`src/rtl/ysyx_22051013_ifu_fq.sv`:
```
// rtl/ysyx_22051013_ifu_fq.sv - fetch unit with decoupling instruction queue
//
// Owns the architectural fetch PC, issues one instruction-memory request at a
// time and buffers returned {pc, inst} pairs in a DEPTH-entry FIFO that drains
// to ID. EX/ID redirects override the BPU prediction and flush the queue plus
// any in-flight response.
//
// Ports:
//   clk, rst                      clock, synchronous active-high reset
//   ex_pc_jump / ex_pc_i          EX redirect request and target (wins)
//   id_pc_jump / id_pc_i          ID redirect request and target
//   fetch_pc_o / bpu_pc_i         current fetch PC to BPU, predicted successor
//   imem_req_valid/ready/addr     instruction memory request channel
//   imem_rsp_valid/inst           instruction memory response
//   if_valid/if_pc/if_inst        queue head presented to ID
//   id_ready                      ID consumes the head entry
//   fq_count                      number of occupied queue entries

module ysyx_22051013_ifu_fq #(
  parameter int              PC_W     = 64,
  parameter int              INST_W   = 32,
  parameter int              DEPTH    = 4,
  parameter logic [PC_W-1:0] RESET_PC = PC_W'(64'h8000_0000)
) (
  input  logic                     clk,
  input  logic                     rst,
  input  logic                     ex_pc_jump,
  input  logic [PC_W-1:0]          ex_pc_i,
  input  logic                     id_pc_jump,
  input  logic [PC_W-1:0]          id_pc_i,
  output logic [PC_W-1:0]          fetch_pc_o,
  input  logic [PC_W-1:0]          bpu_pc_i,
  output logic                     imem_req_valid,
  input  logic                     imem_req_ready,
  output logic [PC_W-1:0]          imem_req_addr,
  input  logic                     imem_rsp_valid,
  input  logic [INST_W-1:0]        imem_rsp_inst,
  output logic                     if_valid,
  output logic [PC_W-1:0]          if_pc,
  output logic [INST_W-1:0]        if_inst,
  input  logic                     id_ready,
  output logic [$clog2(DEPTH):0]   fq_count
);

  localparam int PTR_W = $clog2(DEPTH);
  localparam int CNT_W = PTR_W + 1;

  logic [PC_W-1:0]   pc_r;
  logic [PC_W-1:0]   req_pc_r;
  logic              outstanding;
  logic              discard;
  logic [PTR_W-1:0]  wr_ptr;
  logic [PTR_W-1:0]  rd_ptr;
  logic [CNT_W-1:0]  count;

  logic [PC_W-1:0]   q_pc   [DEPTH];
  logic [INST_W-1:0] q_inst [DEPTH];

  logic              redirect;
  logic [PC_W-1:0]   target;
  logic              req_fire;
  logic              rsp_take;
  logic              push;
  logic              pop;

  assign redirect = ex_pc_jump | id_pc_jump;
  assign target   = ex_pc_jump ? ex_pc_i : id_pc_i;

  // Issue is blocked while a response is owed (kept or to be discarded), so the
  // slot a pending response will fill is always reserved in the queue.
  assign imem_req_valid = !rst && !outstanding && !discard && !redirect &&
                          (count < CNT_W'(DEPTH));
  assign imem_req_addr  = pc_r;
  assign fetch_pc_o     = pc_r;

  assign req_fire = imem_req_valid && imem_req_ready;
  // Responses with nothing outstanding (e.g. left over from before a reset)
  // are ignored entirely.
  assign rsp_take = outstanding && imem_rsp_valid;
  assign push     = rsp_take && !discard && !redirect;
  assign pop      = (count != '0) && id_ready && !redirect;

  assign if_valid = (count != '0);
  assign if_pc    = q_pc[rd_ptr];
  assign if_inst  = q_inst[rd_ptr];
  assign fq_count = count;

  always_ff @(posedge clk) begin
    if (rst) begin
      pc_r        <= RESET_PC;
      req_pc_r    <= '0;
      outstanding <= 1'b0;
      discard     <= 1'b0;
      wr_ptr      <= '0;
      rd_ptr      <= '0;
      count       <= '0;
    end else begin
      if (redirect) begin
        pc_r <= target;
      end else if (req_fire) begin
        pc_r <= bpu_pc_i;
      end

      if (req_fire) begin
        req_pc_r <= pc_r;
      end

      if (req_fire) begin
        outstanding <= 1'b1;
      end else if (rsp_take) begin
        outstanding <= 1'b0;
      end

      // A redirect with the response still pending means the response, when it
      // finally comes, belongs to the abandoned path.
      if (rsp_take) begin
        discard <= 1'b0;
      end else if (redirect && outstanding) begin
        discard <= 1'b1;
      end

      if (redirect) begin
        wr_ptr <= '0;
        rd_ptr <= '0;
        count  <= '0;
      end else begin
        if (push) begin
          wr_ptr <= wr_ptr + PTR_W'(1);
        end
        if (pop) begin
          rd_ptr <= rd_ptr + PTR_W'(1);
        end
        case ({push, pop})
          2'b10:   count <= count + CNT_W'(1);
          2'b01:   count <= count - CNT_W'(1);
          default: count <= count;
        endcase
      end
    end
  end

  // Queue storage needs no reset: entries are only read when count says valid.
  always_ff @(posedge clk) begin
    if (!rst && push) begin
      q_pc[wr_ptr]   <= req_pc_r;
      q_inst[wr_ptr] <= imem_rsp_inst;
    end
  end

endmodule
```
`config.mk`:
```
export PLATFORM = sky130hd
export DESIGN_NAME = ysyx_22051013_ifu_fq
export DESIGN_NICKNAME = d
export VERILOG_FILES = /design/src/rtl/ysyx_22051013_ifu_fq.sv
export SDC_FILE = /design/constraint.sdc
export NUM_CORES = 1
export LEC_CHECK = 0
export ABC_AREA = 1
export CORE_MARGIN = 3
export CORE_UTILIZATION = 39
export CTS_CLUSTER_DIAMETER = 100
export DETAILED_ROUTE_END_ITERATION = 10
export GPL_ROUTABILITY_DRIVEN = 0
export GPL_TIMING_DRIVEN = 0
export HOLD_SLACK_MARGIN = 0.12
export SETUP_SLACK_MARGIN = 0.5
export SYNTH_ARGS = -nofsm -noshare
export SYNTH_HDL_FRONTEND = slang
export SYNTH_SLANG_ARGS = --single-unit
```
`constraint.sdc`:
```
create_clock -name clk -period 8.3 [get_ports clk]
set_clock_uncertainty 0.2 [all_clocks]
set_input_delay 1.66 -clock clk [delete_from_list [all_inputs] [get_ports clk]]
set_output_delay 1.66 -clock clk [all_outputs]
set_load 0.05 [all_outputs]
```
Word-level counts from Yosys, hierarchy flattened
Memories as Yosys holds them, arrays and structs flattened. A register that Yosys moved wholly into a read port is not among the register bits.
Index checks and enable logic that the tools add are counted.
{"block": "op_classes", "n_bitwise": 1, "magnitude_cmp": 1, "add_sub_neg": 4, "mux": 12, "eq_ne": 2, "reduce_logical": 22}
{"operator": "two-way mux 64 bit", "count": 3}
{"operator": "logical AND 1 bit", "count": 12}
{"operator": "two-way mux 2 bit", "count": 4}
{"operator": "one-hot mux 3 bit (2 select lines)", "count": 1}
{"operator": "nonzero test 2 bit", "count": 3}
{"operator": "adder 2 x 1 -> 2 bit (second input constant)", "count": 2}
{"operator": "zero test 1 bit", "count": 4}
{"operator": "two-way mux 1 bit", "count": 4}
{"operator": "OR reduction 2 bit", "count": 2}
{"operator": "adder 3 x 1 -> 3 bit (second input constant)", "count": 1}
{"operator": "< comparator 3 bit (second input constant)", "count": 1}
{"operator": "nonzero test 3 bit", "count": 1}
{"operator": "subtractor 3 x 1 -> 3 bit (second input constant)", "count": 1}
{"operator": "equality test 2 x 1 -> 1 bit (second input constant)", "count": 1}
{"operator": "equality test 2 bit (second input constant)", "count": 1}
{"operator": "OR 1 bit", "count": 1}
{"block": "totals", "out_inout_bits": 229, "ramBits": 384, "register_bits": 137, "wordCells": 51, "mem_count": 2}
{"name": "q_pc", "words": 4, "width": 64, "read_ports": 1, "rd_ports_with_merged_regs": 1, "wr": 1, "line": "56", "source": "logic [PC_W-1:0] q_pc [DEPTH];"}
{"name": "q_inst", "words": 4, "width": 32, "read_ports": 1, "rd_ports_with_merged_regs": 1, "wr": 1, "line": "57", "source": "logic [INST_W-1:0] q_inst [DEPTH];"}

Logic depth before layout (Yosys ltp)
{"block": "depth", "depth_word": 8, "depth_mapped": 12, "depth_no_buf": 11}

Worst setup path after synthesis
No wires, ideal clock.
{"block": "synth_timing", "path_type": "input -> register", "startpoint": "input port ex_pc_jump", "endpoint": "memory q_inst[0][0] (enable)", "arrival_time_ps": 6236, "required_ps": 7548, "n_path_buf": 1, "path_slack_ps": 1312, "path_stages": 6, "path_cell_list": "inv_1 -> buf_2 -> nand2_1 -> nor3_1 -> nand2_1 -> nor2_1"}
{"block": "synth_via", "elab_chain_len": 6}
{"item": "start, declared", "line": "27", "source": "input logic ex_pc_jump,"}
{"item": "OR 1 bit", "line": "66", "source": "assign redirect = ex_pc_jump | id_pc_jump;"}
{"item": "zero test 1 bit", "line": "80", "source": "assign push = rsp_take && !discard && !redirect;"}
{"item": "logical AND 1 bit", "line": "80"}
{"item": "logical AND 1 bit", "line": "144", "source": "if (!rst && push) begin"}
{"item": "two-way mux 1 bit", "line": "144"}
{"item": "two-way mux 1 bit (not written as such)", "line": "146", "source": "q_inst[wr_ptr] <= imem_rsp_inst;"}
{"item": "end, declared", "line": "57"}
No other way between the ends.

Worst setup path in the final report
{"block": "layout_timing", "startpoint": "input port ex_pc_jump", "endpoint": "output port imem_req_valid"}
{"block": "layout_via", "elab_chain_len": 4}
{"item": "OR 1 bit", "line": "66"}
{"item": "zero test 1 bit", "line": "71", "source": "assign imem_req_valid = !rst && !outstanding && !discard && !redirect &&"}
{"item": "logical AND 1 bit (2 in series)", "line": "71"}
{"item": "end, declared", "line": "33", "source": "output logic imem_req_valid,"}
No other way between the ends.

==> run metrics <==
status=finished, final reports clean; Synth-to-Final Area Change=36.9%; Post-synth ARST share=0%; setup bufs post-CTS=0; sequential area share after synthesis=between 60 and 70%; initial detailed-routing violation count=~1100; DIE WIDTH=238 um; min Tclk post-route=5.96 ns; Clock Latency Late Sink=0.59 ns; Max-Cap Viols=0; # rows=84; # port buffers=459; post-CTS sizing=0; number of synthesized flops with an enable pin=roughly 380; most common cell after layout, fill and taps aside=clkdlybuf4s50_1; Critical Path RT=roughly 6.4 ns; Worst Hold Class=flop to flop; initial antenna violation count=6; CTS tree=yes; global route overflow=0; most frequent cells in the layout=459 x clkdlybuf4s50_1, 384 x edfxtp_1, 325 x nor2_1; Worst Hold Depth=2; Fill cells=4663; crit path DAT=between 4 and 5 ns; pwr/cell area=roughly 210 mW/mm2; Mapped Area=roughly 0.021 mm2; crit path max fanout=10; final hold vios=0; leakage=between 9 and 10 nW; root buf cell=clkbuf_16; Syn Area/Cell=10.9 um2; Core ar.=between 0.05 and 0.06 mm2; dpl ws=2.32 ns; via count=about 17000; Crit path top cell by count=clkdlybuf4s50_1; via/cell ratio=roughly 5.2; Slew HR=between 30% and 40%; Final #Nets=2686; register bit total from synthesis=roughly 520; ys flop type=edfxtp_1; pin count of the biggest net entering global routing=28; layout cells sized above 1=under 10%; first-pass GRT wire length=between 100000 and 150000 um; hold slack=0.283 ns; setup violators final=0; Least-Margin Pin Slew=between 0.9 and 1 ns; final period utilization=a little under three quarters; maximum clock insertion buffer count=3; CP max stage cell=clkdlybuf4s50_1; Die Area=approximately 0.057 mm2; Post-Route WL=just over 70000 um; max frequency=~170 MHz; CP Class=input pin to output pin; CTS Sinks=roughly 520; CP Capture Type=output pin; Cell variety after synth=25; Syn Nets=between 2000 and 2500; Initial Util=between 30% and 40%; H-tree depth=2; height of the chip=between 200 and 250 um; Syn Inst Count=around 1900; Hold Buf Count CTS=0; GRT Total Usage=24.2%; Antenna Nets Post-Route=0; CTS Buf Count=53; fin worst setup slack=2.34 ns; Worst setup SP type=input pin; R2R cell count=6; Peak VDD IR=0.167 mV; unrepaired setup endpoints after global routing=no; io pins=460; DRT Pass-1 Iters=6; Max Slew Vio Count=0; Tot Pwr=about 6.1 mW; DRC=0; CP peak stage delay=just over 0.9 ns; DP HPWL=roughly 52000 um; Avg WL per Cell=approximately 22 um; Clock transition at path regs=0.06 ns; CP Cell Sequence=clkdlybuf4s50_1 -> nor2_4 -> nand2_2 -> nor3_2 -> buf_1 -> clkdlybuf4s50_1; Ys Warns=0; vias in the first global route=approximately 16000
## report_power, final
part | leakage (nW) | switching, mW | internal, mW | total [mW]
Sequential | 4.52 | 0.0574 | 2.83 | 2.89
Combinational | 4.37 | 0.375 | 0.259 | 0.634
Clock | 0.922 | 0.990 | 1.58 | 2.57
## registers in the layout, summed over array words and instances (netlist names), named ones only
name,cells
q_pc,256
fetch_pc_o,64
discard,1
wr_ptr,2
q_inst,128
rd_ptr,2
outstanding,1
fq_count,3
req_pc_r,64
## through the flow
step / util (%) / setup TNS [ns] / cell area (um2) / cells
2_1_floorplan: - / 0 / 21000 / 1920
3_3_place_gp: 50.0 / -1136.39 / 26400 / 3067
3_5_place_dp: 50.6 / 0 / 26800 / 3082
4_1_cts: 54.2 / 0 / 28700 / 3182
5_1_grt: 54.3 / 0 / 28700 / 3188
6_report: 54.3 / 0 / 28700 / 3188
## synth_stat cells, types with 16 or more instances
cell type / n / area, um2
buf_2: 34 / 170
edfxtp_1: 384 / 11500
o21ai_1: 34 / 170
buf_1: 16 / 60.1
a21oi_1: 200 / 1000
clkbuf_1: 89 / 334
o22ai_1: 96 / 601
inv_1: 19 / 71.3
nand3_1: 69 / 345
nor2_1: 329 / 1230
dfxtp_1: 139 / 2780
o21ai_0: 290 / 1450
buf_4: 70 / 526
nand2_1: 135 / 507
## per-layer routing
metal  share of wire, %  up-vias  GRT usage (%)
met5                  0        -              0
met4                4.7        0           11.5
met3                7.0      125           4.86
met2                 50      639           42.4
met1                 38     7992           28.6
li1                   -     7880              -
## worst max-delay path: cells and delay by family
| family | cells | cell delay, ns |
|---|---|---|
| buffers and inverters | 3 | 1.86 |
| and+or+nand+nor | 3 | 0.56 |
## layout make-up
| cell class | instances | area (um2) | area share, % |
|---|---|---|---|
| antenna | 6 | 15.0 | 0.0523 |
| buffer | 209 | 1090 | 3.80 |
| clock buffer | 69 | 1460 | 5.09 |
| clock inverter | 31 | 445 | 1.55 |
| inverter | 20 | 75.1 | 0.262 |
| multi-input combinational | 1168 | 5510 | 19.2 |
| sequential | 523 | 14300 | 49.9 |
| tap | 688 | 861 | 3.00 |
| timing repair buffer | 474 | 4920 | 17.1 |
## path summary, 6_finish.rpt
path / start / end / slack (ns)
max: ex_pc_jump / imem_req_valid / 2.34
min: discard$_SDFFE_PP0P_ / discard$_SDFFE_PP0P_ / 0.28
max reg2reg: outstanding$_SDFFE_PP0P_ / q_inst[1][13]$_DFFE_PP_ / 5.42
min reg2reg: discard$_SDFFE_PP0P_ / discard$_SDFFE_PP0P_ / 0.28
## cell families (layout without fill, tap and decap cells)
| group | Yosys count | count (layout) | synth area share [%] |
|---|---|---|---|
| adders and majority gates | 6 | 6 | 0.394 |
| AOI/OAI and AO/OA | 620 | 620 | 15.4 |
| xor gates and xnor gates | 2 | 2 | 0.0836 |
| buffers and inverters | 229 | 803 | 5.56 |
| DFF | 523 | 523 | 68.3 |
| other | 0 | 6 | 0 |
| and+or+nand+nor | 540 | 540 | 10.3 |
(Power assumes the default switching activity.)
